==> src/rtl/riscv_mem_arbiter_if.sv <==
// riscv_mem_arbiter_if: fetch/data requester, BIU and status bundle around the memory arbiter
interface riscv_mem_arbiter_if #(parameter int XLEN = 32);
  logic            if_req, if_flush, if_ack, if_err;
  logic [XLEN-1:0] if_adr, if_q;
  logic            dm_req, dm_we, dm_ack, dm_err;
  logic [XLEN/8-1:0] dm_be;
  logic [XLEN-1:0] dm_adr, dm_d, dm_q;
  logic            biu_req, biu_we, biu_ack, biu_err;
  logic [XLEN/8-1:0] biu_be;
  logic [XLEN-1:0] biu_adr, biu_d, biu_q;
  logic            arb_busy, arb_gnt_dm;
  modport master (
    input  if_req, if_adr, if_flush, dm_req, dm_adr, dm_we, dm_be, dm_d, biu_ack, biu_err, biu_q,
    output if_ack, if_err, if_q, dm_ack, dm_err, dm_q, biu_req, biu_adr, biu_we, biu_be, biu_d,
           arb_busy, arb_gnt_dm
  );
  modport slave (
    output if_req, if_adr, if_flush, dm_req, dm_adr, dm_we, dm_be, dm_d, biu_ack, biu_err, biu_q,
    input  if_ack, if_err, if_q, dm_ack, dm_err, dm_q, biu_req, biu_adr, biu_we, biu_be, biu_d,
           arb_busy, arb_gnt_dm
  );
endinterface

==> src/rtl/riscv_mem_arbiter.sv <==
// riscv_mem_arbiter: shares one BIU port between fetch and data, data-first with a starvation guard
module riscv_mem_arbiter #(
  parameter int XLEN         = 32,
  parameter int STARVE_LIMIT = 4
) (
  input logic clk,
  input logic rstn,
  riscv_mem_arbiter_if.master bus
);
  localparam int SW = $clog2(STARVE_LIMIT + 1);
  typedef enum logic [1:0] {IDLE, GNT_I, GNT_D} state_t;
  state_t state_q, state_d;
  logic [SW-1:0] starve_q, starve_d;
  logic drop_q, drop_d, gnt_dm_q, gnt_dm_d, req_q, req_d, we_q, we_d;
  logic [XLEN-1:0] adr_q, adr_d, d_q, d_d;
  logic [XLEN/8-1:0] be_q, be_d;
  logic term, gnt_d, gnt_i, drop_now;
  assign term     = bus.biu_ack | bus.biu_err;
  assign gnt_d    = state_q == IDLE && bus.dm_req && !(bus.if_req && starve_q == SW'(STARVE_LIMIT));
  assign gnt_i    = state_q == IDLE && !gnt_d && bus.if_req && !bus.if_flush;
  assign drop_now = drop_q | bus.if_flush;
  assign bus.if_ack     = state_q == GNT_I && term && !drop_now;
  assign bus.if_err     = bus.if_ack & bus.biu_err;
  assign bus.if_q       = bus.if_ack ? bus.biu_q : '0;
  assign bus.dm_ack     = state_q == GNT_D && term;
  assign bus.dm_err     = bus.dm_ack & bus.biu_err;
  assign bus.dm_q       = bus.dm_ack ? bus.biu_q : '0;
  assign bus.biu_req    = req_q;
  assign bus.biu_adr    = adr_q;
  assign bus.biu_we     = we_q;
  assign bus.biu_be     = be_q;
  assign bus.biu_d      = d_q;
  assign bus.arb_busy   = state_q != IDLE;
  assign bus.arb_gnt_dm = gnt_dm_q;
  // Arbitrate in IDLE, latch the winner's command, hold it until the bus terminates the transfer
  always_comb begin
    state_d  = state_q;
    starve_d = starve_q;
    drop_d   = drop_q;
    gnt_dm_d = gnt_dm_q;
    req_d    = req_q;
    adr_d    = adr_q;
    we_d     = we_q;
    be_d     = be_q;
    d_d      = d_q;
    case (state_q)
      IDLE: begin
        drop_d = 1'b0;
        if (!bus.if_req) starve_d = '0;
        if (gnt_d) begin
          state_d  = GNT_D;
          req_d    = 1'b1;
          adr_d    = bus.dm_adr;
          we_d     = bus.dm_we;
          be_d     = bus.dm_be;
          d_d      = bus.dm_d;
          gnt_dm_d = 1'b1;
          if (bus.if_req) starve_d = starve_q + 1'b1;
        end else if (gnt_i) begin
          state_d  = GNT_I;
          req_d    = 1'b1;
          adr_d    = bus.if_adr;
          we_d     = 1'b0;
          be_d     = '1;
          d_d      = '0;
          gnt_dm_d = 1'b0;
          starve_d = '0;
        end
      end
      default: begin
        if (term) begin
          state_d = IDLE;
          req_d   = 1'b0;
          drop_d  = 1'b0;
        end else if (state_q == GNT_I) drop_d = drop_now;
      end
    endcase
  end
  // State and command registers with synchronous active-low reset
  always_ff @(posedge clk) begin
    if (!rstn) begin
      state_q  <= IDLE;
      starve_q <= '0;
      drop_q   <= 1'b0;
      gnt_dm_q <= 1'b0;
      req_q    <= 1'b0;
      adr_q    <= '0;
      we_q     <= 1'b0;
      be_q     <= '0;
      d_q      <= '0;
    end else begin
      state_q  <= state_d;
      starve_q <= starve_d;
      drop_q   <= drop_d;
      gnt_dm_q <= gnt_dm_d;
      req_q    <= req_d;
      adr_q    <= adr_d;
      we_q     <= we_d;
      be_q     <= be_d;
      d_q      <= d_d;
    end
  end
endmodule

==> src/flat_wrapper.sv <==
// flat-port wrapper written by rule: the top's interface ports become plain ports
module riscv_mem_arbiter_flat 
#(
  parameter int XLEN         = 32,
  parameter int STARVE_LIMIT = 4
)
  (clk, rstn, bus_if_req, bus_if_adr, bus_if_flush, bus_dm_req, bus_dm_adr, bus_dm_we, bus_dm_be, bus_dm_d, bus_biu_ack, bus_biu_err, bus_biu_q, bus_if_ack, bus_if_err, bus_if_q, bus_dm_ack, bus_dm_err, bus_dm_q, bus_biu_req, bus_biu_adr, bus_biu_we, bus_biu_be, bus_biu_d, bus_arb_busy, bus_arb_gnt_dm);
  riscv_mem_arbiter_if #(.XLEN(XLEN)) bus_i ();
  input logic clk;
  input logic rstn;
  input wire logic [$bits(bus_i.if_req)-1:0] bus_if_req;
  input wire logic [$bits(bus_i.if_adr)-1:0] bus_if_adr;
  input wire logic [$bits(bus_i.if_flush)-1:0] bus_if_flush;
  input wire logic [$bits(bus_i.dm_req)-1:0] bus_dm_req;
  input wire logic [$bits(bus_i.dm_adr)-1:0] bus_dm_adr;
  input wire logic [$bits(bus_i.dm_we)-1:0] bus_dm_we;
  input wire logic [$bits(bus_i.dm_be)-1:0] bus_dm_be;
  input wire logic [$bits(bus_i.dm_d)-1:0] bus_dm_d;
  input wire logic [$bits(bus_i.biu_ack)-1:0] bus_biu_ack;
  input wire logic [$bits(bus_i.biu_err)-1:0] bus_biu_err;
  input wire logic [$bits(bus_i.biu_q)-1:0] bus_biu_q;
  output wire logic [$bits(bus_i.if_ack)-1:0] bus_if_ack;
  output wire logic [$bits(bus_i.if_err)-1:0] bus_if_err;
  output wire logic [$bits(bus_i.if_q)-1:0] bus_if_q;
  output wire logic [$bits(bus_i.dm_ack)-1:0] bus_dm_ack;
  output wire logic [$bits(bus_i.dm_err)-1:0] bus_dm_err;
  output wire logic [$bits(bus_i.dm_q)-1:0] bus_dm_q;
  output wire logic [$bits(bus_i.biu_req)-1:0] bus_biu_req;
  output wire logic [$bits(bus_i.biu_adr)-1:0] bus_biu_adr;
  output wire logic [$bits(bus_i.biu_we)-1:0] bus_biu_we;
  output wire logic [$bits(bus_i.biu_be)-1:0] bus_biu_be;
  output wire logic [$bits(bus_i.biu_d)-1:0] bus_biu_d;
  output wire logic [$bits(bus_i.arb_busy)-1:0] bus_arb_busy;
  output wire logic [$bits(bus_i.arb_gnt_dm)-1:0] bus_arb_gnt_dm;
  assign bus_i.if_req = bus_if_req;
  assign bus_i.if_adr = bus_if_adr;
  assign bus_i.if_flush = bus_if_flush;
  assign bus_i.dm_req = bus_dm_req;
  assign bus_i.dm_adr = bus_dm_adr;
  assign bus_i.dm_we = bus_dm_we;
  assign bus_i.dm_be = bus_dm_be;
  assign bus_i.dm_d = bus_dm_d;
  assign bus_i.biu_ack = bus_biu_ack;
  assign bus_i.biu_err = bus_biu_err;
  assign bus_i.biu_q = bus_biu_q;
  assign bus_if_ack = bus_i.if_ack;
  assign bus_if_err = bus_i.if_err;
  assign bus_if_q = bus_i.if_q;
  assign bus_dm_ack = bus_i.dm_ack;
  assign bus_dm_err = bus_i.dm_err;
  assign bus_dm_q = bus_i.dm_q;
  assign bus_biu_req = bus_i.biu_req;
  assign bus_biu_adr = bus_i.biu_adr;
  assign bus_biu_we = bus_i.biu_we;
  assign bus_biu_be = bus_i.biu_be;
  assign bus_biu_d = bus_i.biu_d;
  assign bus_arb_busy = bus_i.arb_busy;
  assign bus_arb_gnt_dm = bus_i.arb_gnt_dm;
  riscv_mem_arbiter #(.XLEN(XLEN), .STARVE_LIMIT(STARVE_LIMIT)) u_core (.clk(clk), .rstn(rstn), .bus(bus_i));
endmodule
==> config.mk <==
export PLATFORM = sky130hd
export DESIGN_NAME = riscv_mem_arbiter_flat
export DESIGN_NICKNAME = d
export VERILOG_FILES = /design/src/rtl/riscv_mem_arbiter_if.sv /design/src/rtl/riscv_mem_arbiter.sv /design/src/flat_wrapper.sv
export SDC_FILE = /design/constraint.sdc
export NUM_CORES = 1
export LEC_CHECK = 0
export CORE_MARGIN = 1.5
export CORE_UTILIZATION = 30
export CTS_CLUSTER_SIZE = 16
export DETAILED_ROUTE_END_ITERATION = 8
export PLACE_DENSITY = 0.79
export SLEW_MARGIN = 20
export SYNTH_ARGS = -nofsm -noshare
export SYNTH_HDL_FRONTEND = slang
export SYNTH_SLANG_ARGS = --single-unit
==> constraint.sdc <==
create_clock -name clk -period 1.4 [get_ports clk]
set_input_delay 0.21 -clock clk [delete_from_list [all_inputs] [get_ports clk]]
set_output_delay 0.21 -clock clk [all_outputs]
set_load 0.02 [all_outputs]
==> results of run 1 <==
-- flip-flops by register name, summed over array words and instances (netlist names) --
register               cells
u_core.drop_q              1
u_core.bus.biu_d          32
u_core.state_q             2
u_core.bus.biu_adr        32
u_core.starve_q            3
u_core.bus.biu_be          4
u_core.bus.biu_we          1
u_core.bus.biu_req         1
u_core.bus.arb_gnt_dm      1
-- area by class of cell --
| type | instances | share of cell area |
|---|---|---|
| inverter | 5 | 0.00227 |
| multi-input combinational | 340 | 0.314 |
| timing repair buffer | 376 | 0.468 |
| tap | 143 | 0.0191 |
| sequential | 77 | 0.165 |
| clock buffer | 14 | 0.0281 |
| antenna | 1 | 0.000267 |
| clock inverter | 1 | 0.00320 |
-- kinds of logic after synthesis --
logic type               after synthesis  share of synthesized area
adder cells (fa/ha/maj)                2                    0.00714
AND/OR/NAND/NOR                      196                      0.288
buffers and inverters                 46                     0.0589
flip-flops                            77                      0.440
AO/OA/AOI/OAI                        141                      0.206
-- synthesized netlist by cell type (2+ instances only) --
master,count
clkbuf_1,19
buf_4,3
ha_1,2
nand3_1,36
inv_1,3
nand2_1,68
a21oi_1,100
a31oi_1,3
dfxtp_1,77
o21ai_0,34
nor3_1,9
and2_1,65
nor2_1,7
buf_2,18
-- layout by cell type, fill, tap and decap left out, types with 7 or more instances in the layout --
master	instances
buf_16	8
a21oi_2	73
o21ai_1	22
clkdlybuf4s50_1	136
dlymetal6s2s_1	72
buf_4	38
and2_4	55
and2_1	10
nor3_1	7
nand2_1	11
nand2_4	47
a21oi_1	27
clkbuf_16	18
buf_6	93
nand3_2	17
nand3_4	11
nand2_2	10
buf_12	12
nand3_1	8
dfxtp_1	73
-- path summary, 6_finish.rpt --
path                             to  cells past startpoint
max                    bus_if_q[30]                      6
min                   u_core.drop_q                      4
max reg2reg  u_core.bus.biu_adr[13]                      8
min reg2reg    u_core.bus.biu_d[21]                      2
-- stage by stage --
step / setup TNS [ns] / util / cell area (µm²) / hold WS, ns
3_3_place_gp: -66.41 / 0.583 / 6660 / 0.452
2_1_floorplan: -4.61 / - / 3530 / 0.344
3_5_place_dp: -71.94 / 0.583 / 6660 / 0.462
6_report: -45.15 / 0.822 / 9380 / 0.331
4_1_cts: -41.41 / 0.679 / 7750 / 0.417
5_1_grt: -52.67 / 0.822 / 9380 / 0.383
-- critical path: stages, from the launching register on --
cell and delay, ns:
dfxtp_4 0.37, nand2b_4 0.06, nor4_4 0.24, buf_4 0.17, clkbuf_16 0.17, and2_1 0.17, buf_6 0.13
-- power by group --
group	switching (mW)	internal (mW)	total [mW]
Clock	0.912	1.47	2.38
Combinational	1.38	1.48	2.86
Sequential	0.116	2.36	2.48
-- timing repair --
item | in CTS | in global routing
gates resized for setup | 479 | 395
gates cloned | 10 | 14
setup buffers | 23 | 24
setup endpoints to repair | 215 | 216
pin swaps | 18 | 123
-- layer usage --
| layer | global-route usage | part of all wire | routed length (µm) |
|---|---|---|---|
| met1 | 0.274 | 0.35 | 7500 |
| met2 | 0.516 | 0.54 | 11600 |
| met3 | 0.0618 | 0.068 | 1450 |
| met4 | 0.0928 | 0.040 | 866 |
| met5 | 0 | 0 | 0 |
==> results.md, run 1 <==
- Status: complete, but fails checks
- Core footprint: 11,400 µm²
- Max-slew headroom: 0.762
- Post-Synthesis Cell Area: 3510 µm²
- Hold crit path type: input port to flop
- Number of enable flip-flop cells after synthesis: 0
- Placer Congestion: 0.922
- Total CTS buffers: 9
- Critical path capture point type: output port
- Multi-input logic area: 2950 µm²
- CTS root buffer: clkbuf_16
- Vert. Die Dim: 111 µm
- Asr flop ratio synth: 0
- WL final: 21,400 µm
- Largest net degree at the start of global routing: 37
- Site Rows: 39
- R2r startpoint: u_core.state_q[1]
- Syn nets: 604
- Worst Tran Pin Value: 0.353 ns
- Yosys warning total: 0
- Routed Antenna Nets: 0
- Nets: 951
- CP Data Required Time: 1.19 ns
- Port bufs: 279
- FF+latch area: 1550 µm²
- Fin. max-slew vios: 0
- Drc violations: 0
- Area Growth Syn to Fin: 168%
- Placed cells: 877
- Top Ports: 280
- Pwr per Cell Area: 823 nW/µm²
- Cell Count, Final, Fillers Out: 957
- Tcrit/Tclk final: 1.34
- Final worst slack: -0.472 ns
- Starting DRC count in detailed routing: 347
- Vias in the first global route: 4,866
- DP HPWL: 11,200 µm
- Via density: 5.36
- Startpoint Class: flop
- Die X-Extent: 111 µm
- Starting Density: 0.307
- Setup Skew: 0.00654 ns
- RSZ-0062 raised after global routing: true
- Endpoints failing hold: 0
- Maximum VDD drop: 0.000633 V
- Filler Cell Count: 636
- Netlist cell types: 32
- First-pass GRT wire length: 25,800 µm
- Final Power: 7.72 mW
- Top FF cell, synth: dfxtp_1
- H-tree depth: 3
- CP arrival: 1.66 ns
- Full die area: 12,300 µm²
- Synth Register Bits: 77
- Avg WL per Cell: 22.4 µm
- Synth top area cells: dfxtp_1 (44%), a21oi_1 (14%), and2_1 (12%)
- DRT Pass-1 Iters: 4
- Setup Viol. Count Final: 145
- Total GRT Usage: 0.265
- Lkg Pwr: 4.86 nW
- Hold Startpoint: bus_if_flush
- CTS tree: yes
- Initial antenna violation count: 1
- Hold_buf cts: 0
- Syn avg cell area: 7.59 µm²
- Failing checks: setup timing
- Max Cap Viol: 0
- Placement Setup Slack: -0.869 ns
- Cells after Synth: 462
- Deepest clock path buffer count: 2
- R2r setup slk: -0.37 ns
- CP max FO: 16
- Cell accounting for the most synthesized area: dfxtp_1
- Total gr overflow: 0
- Fmax: 0.534 GHz
- Clock-pin slew on the worst setup and hold paths: 0.06 ns
- Synth top area share: 0.440
- Clock sinks: 77
- Crit Path Category: flop to output port
- Proportion of layout cells with a drive suffix above 1: 0.519
- Crit path launch: u_core.state_q[0]
- Via count: 5,134
- Clock latency on the worst-skew pair: 0.33 ns
- Fin crit period: 1.87 ns
- Post-synthesis sequential area ratio: 0.440
(Power assumes the default switching activity.)
==> run 2: changes to the inputs <==
PLACE_DENSITY = 0.87   (was 0.79)
==> run 2 against run 1 <==
  * Critical endpoint is now bus_if_q[26]
  * Fmax increased by 4.8%
  * Die area unchanged
  * The flow still finishes with violations (setup timing)
  * Clock skew increased by 0.0012 ns
  * Critical path type unchanged
==> results.md, run 2 (same netlist as run 1, synthesis figures left out) <==
- Slowest CP cell: dfxtp_4
- Fin. max-slew vios: 0
- R2r endpoint: u_core.bus.biu_adr[5]
- Critical path depth in cells: 6
- Hold_buf cts: 0
- Bufs and invs on worst path: 3
- Antenna cell count: 0
- Maximum VDD drop: 0.000956 V
- Max-slew headroom: 0.738
- Die X-Extent: 111 µm
- CP Data Required Time: 1.19 ns
- Crit path top cell by count: buf_6
- Setup Skew: 0.00776 ns
- H-tree depth: 3
- Most common cell after layout, fill and taps aside: clkdlybuf4s50_1
- Full die area: 12,300 µm²
- Area Growth Syn to Fin: 157%
- Filler Cell Count: 675
- Placed Area: 6690 µm²
- DRT Pass-1 Iters: 5
- Worst reg2reg path depth: 8
- Routed Antenna Nets: 0
- CTS root buffer: clkbuf_16
- CP Cell Sequence: nand2b_4 > nor4_4 > buf_4 > buf_6 > and2_4 > buf_6
- WHS: 0.428 ns
- Final Core Density: 0.790
- Hold crit path type: input port to flop
- Clock latency on the worst-skew pair: 0.33 ns
- Setup Viol. Count Final: 143
- Starting DRC count in detailed routing: 241
- Clock sinks: 77
- Failing checks: setup timing
- Final instance area: 9020 µm²
- Final Power: 7.90 mW
- CTS tree: yes
- Endpoints failing hold: 0
- CP top delay family: simple AND/OR/NAND/NOR gates
- Vert. Die Dim: 111 µm
- Via count: 4,981
- Max stage delay on crit path: 0.37 ns
- Tcrit/Tclk final: 1.28
- Crit path launch: u_core.state_q[0]
- Starting Density: 0.307
- Lkg Pwr: 3.92 nW
- Most frequent cells in the layout: clkdlybuf4s50_1 (137), buf_6 (78), dlygate4sd2_1 (73), dfxtp_1 (73), a21oi_2 (69)
- CP arrival: 1.58 ns
- Core footprint: 11,400 µm²
- Avg WL per Cell: 21.4 µm
- CP max FO: 6
- Deepest clock path buffer count: 2
- First-pass GRT wire length: 27,400 µm
- Worst setup path end: bus_if_q[26]
- Max Cap Viol: 0
- Critical path capture point type: output port
- Initial antenna violation count: 0
- WL final: 20,300 µm
- Drc violations: 0
- Startpoint Class: flop
- Clock-pin slew on the worst setup and hold paths: 0.06 ns
- Largest net degree at the start of global routing: 56
- Placer Congestion: 0.821
- Top Ports: 280
- Pwr per Cell Area: 877 nW/µm²
- Fin crit period: 1.79 ns
- Total gr overflow: 0
- Via density: 5.25
- Proportion of layout cells with a drive suffix above 1: 0.488
- Worst Tran Pin Value: 0.389 ns
- R2r setup slk: -0.35 ns
- RSZ-0062 raised after global routing: true
- Placement Setup Slack: -0.880 ns
- Total GRT Usage: 0.285
- R2r startpoint: u_core.state_q[1]
- Final worst slack: -0.387 ns
- Total CTS buffers: 9
- Fmax: 0.560 GHz
- Port bufs: 279
- Vias in the first global route: 4,797
- Crit Path Category: flop to output port
- DP HPWL: 10,300 µm
- Nets: 943
- Status: complete, but fails checks
- Site Rows: 39
## run 2: cell types whose count changed in the layout (fill, tap and decap cells not counted), sizes merged, moves of 2 or more
cell / previous run / this run
dlymetal6s2s: 72 / 0
bufinv: 1 / 3
dlygate4sd2: 2 / 73
clkinvlp: 0 / 2
clkbuf: 23 / 12
## run 2: layer usage
layer,track usage,part of all wire,wire [µm],up-vias
met2,0.521,0.52,10600,292
met3,0.0722,0.074,1500,73
met5,0,0,0,-
li1,-,-,-,2265
met4,0.130,0.045,921,0
met1,0.309,0.36,7270,2351
## run 2: cell type report
class                           instances  area [µm²]  share of cell area
Sequential cell                        77        1550               0.172
Timing Repair Buffer                  369        4050               0.449
Tap cell                              143         179              0.0198
Clock inverter                          7         123              0.0136
Inverter                                5        21.3             0.00236
Multi-Input combinational cell        339        2860               0.318
Clock buffer                            9         225              0.0250
## run 2: worst min path at each step
stage	from	end	slack [ns]	cells after the start
finish	bus_dm_d[28]	u_core.bus.biu_d[28]	0.43	3
global route	bus_dm_d[30]	u_core.bus.biu_d[30]	0.42	3
CTS	bus_if_adr[24]	u_core.bus.biu_adr[24]	0.41	3
detailed placement	u_core.bus.biu_d[3]	u_core.bus.biu_d[3]	0.46	2
global placement	u_core.bus.biu_d[23]	u_core.bus.biu_d[23]	0.45	2
floorplan	bus_if_adr[0]	u_core.bus.biu_adr[0]	0.34	2
## run 2: what timing repair did
| action | 4_1_cts | 5_1_grt |
|---|---|---|
| resized for setup | 560 | 262 |
| pin swaps | 27 | 126 |
| buffers inserted | 26 | 16 |
| setup endpoints to repair | 215 | 145 |
| gates cloned | 23 | 5 |
## run 2: power by group
| part | switching, mW | internal (mW) | total, mW |
|---|---|---|---|
| sequential | 0.132 | 2.36 | 2.50 |
| combinational | 1.32 | 1.37 | 2.69 |
| clock | 0.968 | 1.75 | 2.72 |
## run 2: per-stage QoR
step           setup TNS (ns)  cells
2_1_floorplan           -4.61    462
3_3_place_gp           -64.94    879
3_5_place_dp           -68.63    879
4_1_cts                -35.38    943
5_1_grt                -50.20    949
6_report               -40.57    949
## run 2: worst min-delay path, cell delays in order
cell	delay (ns)
clkdlybuf4s50_1	0.39
nand2_1	0.05
a21oi_1	0.05
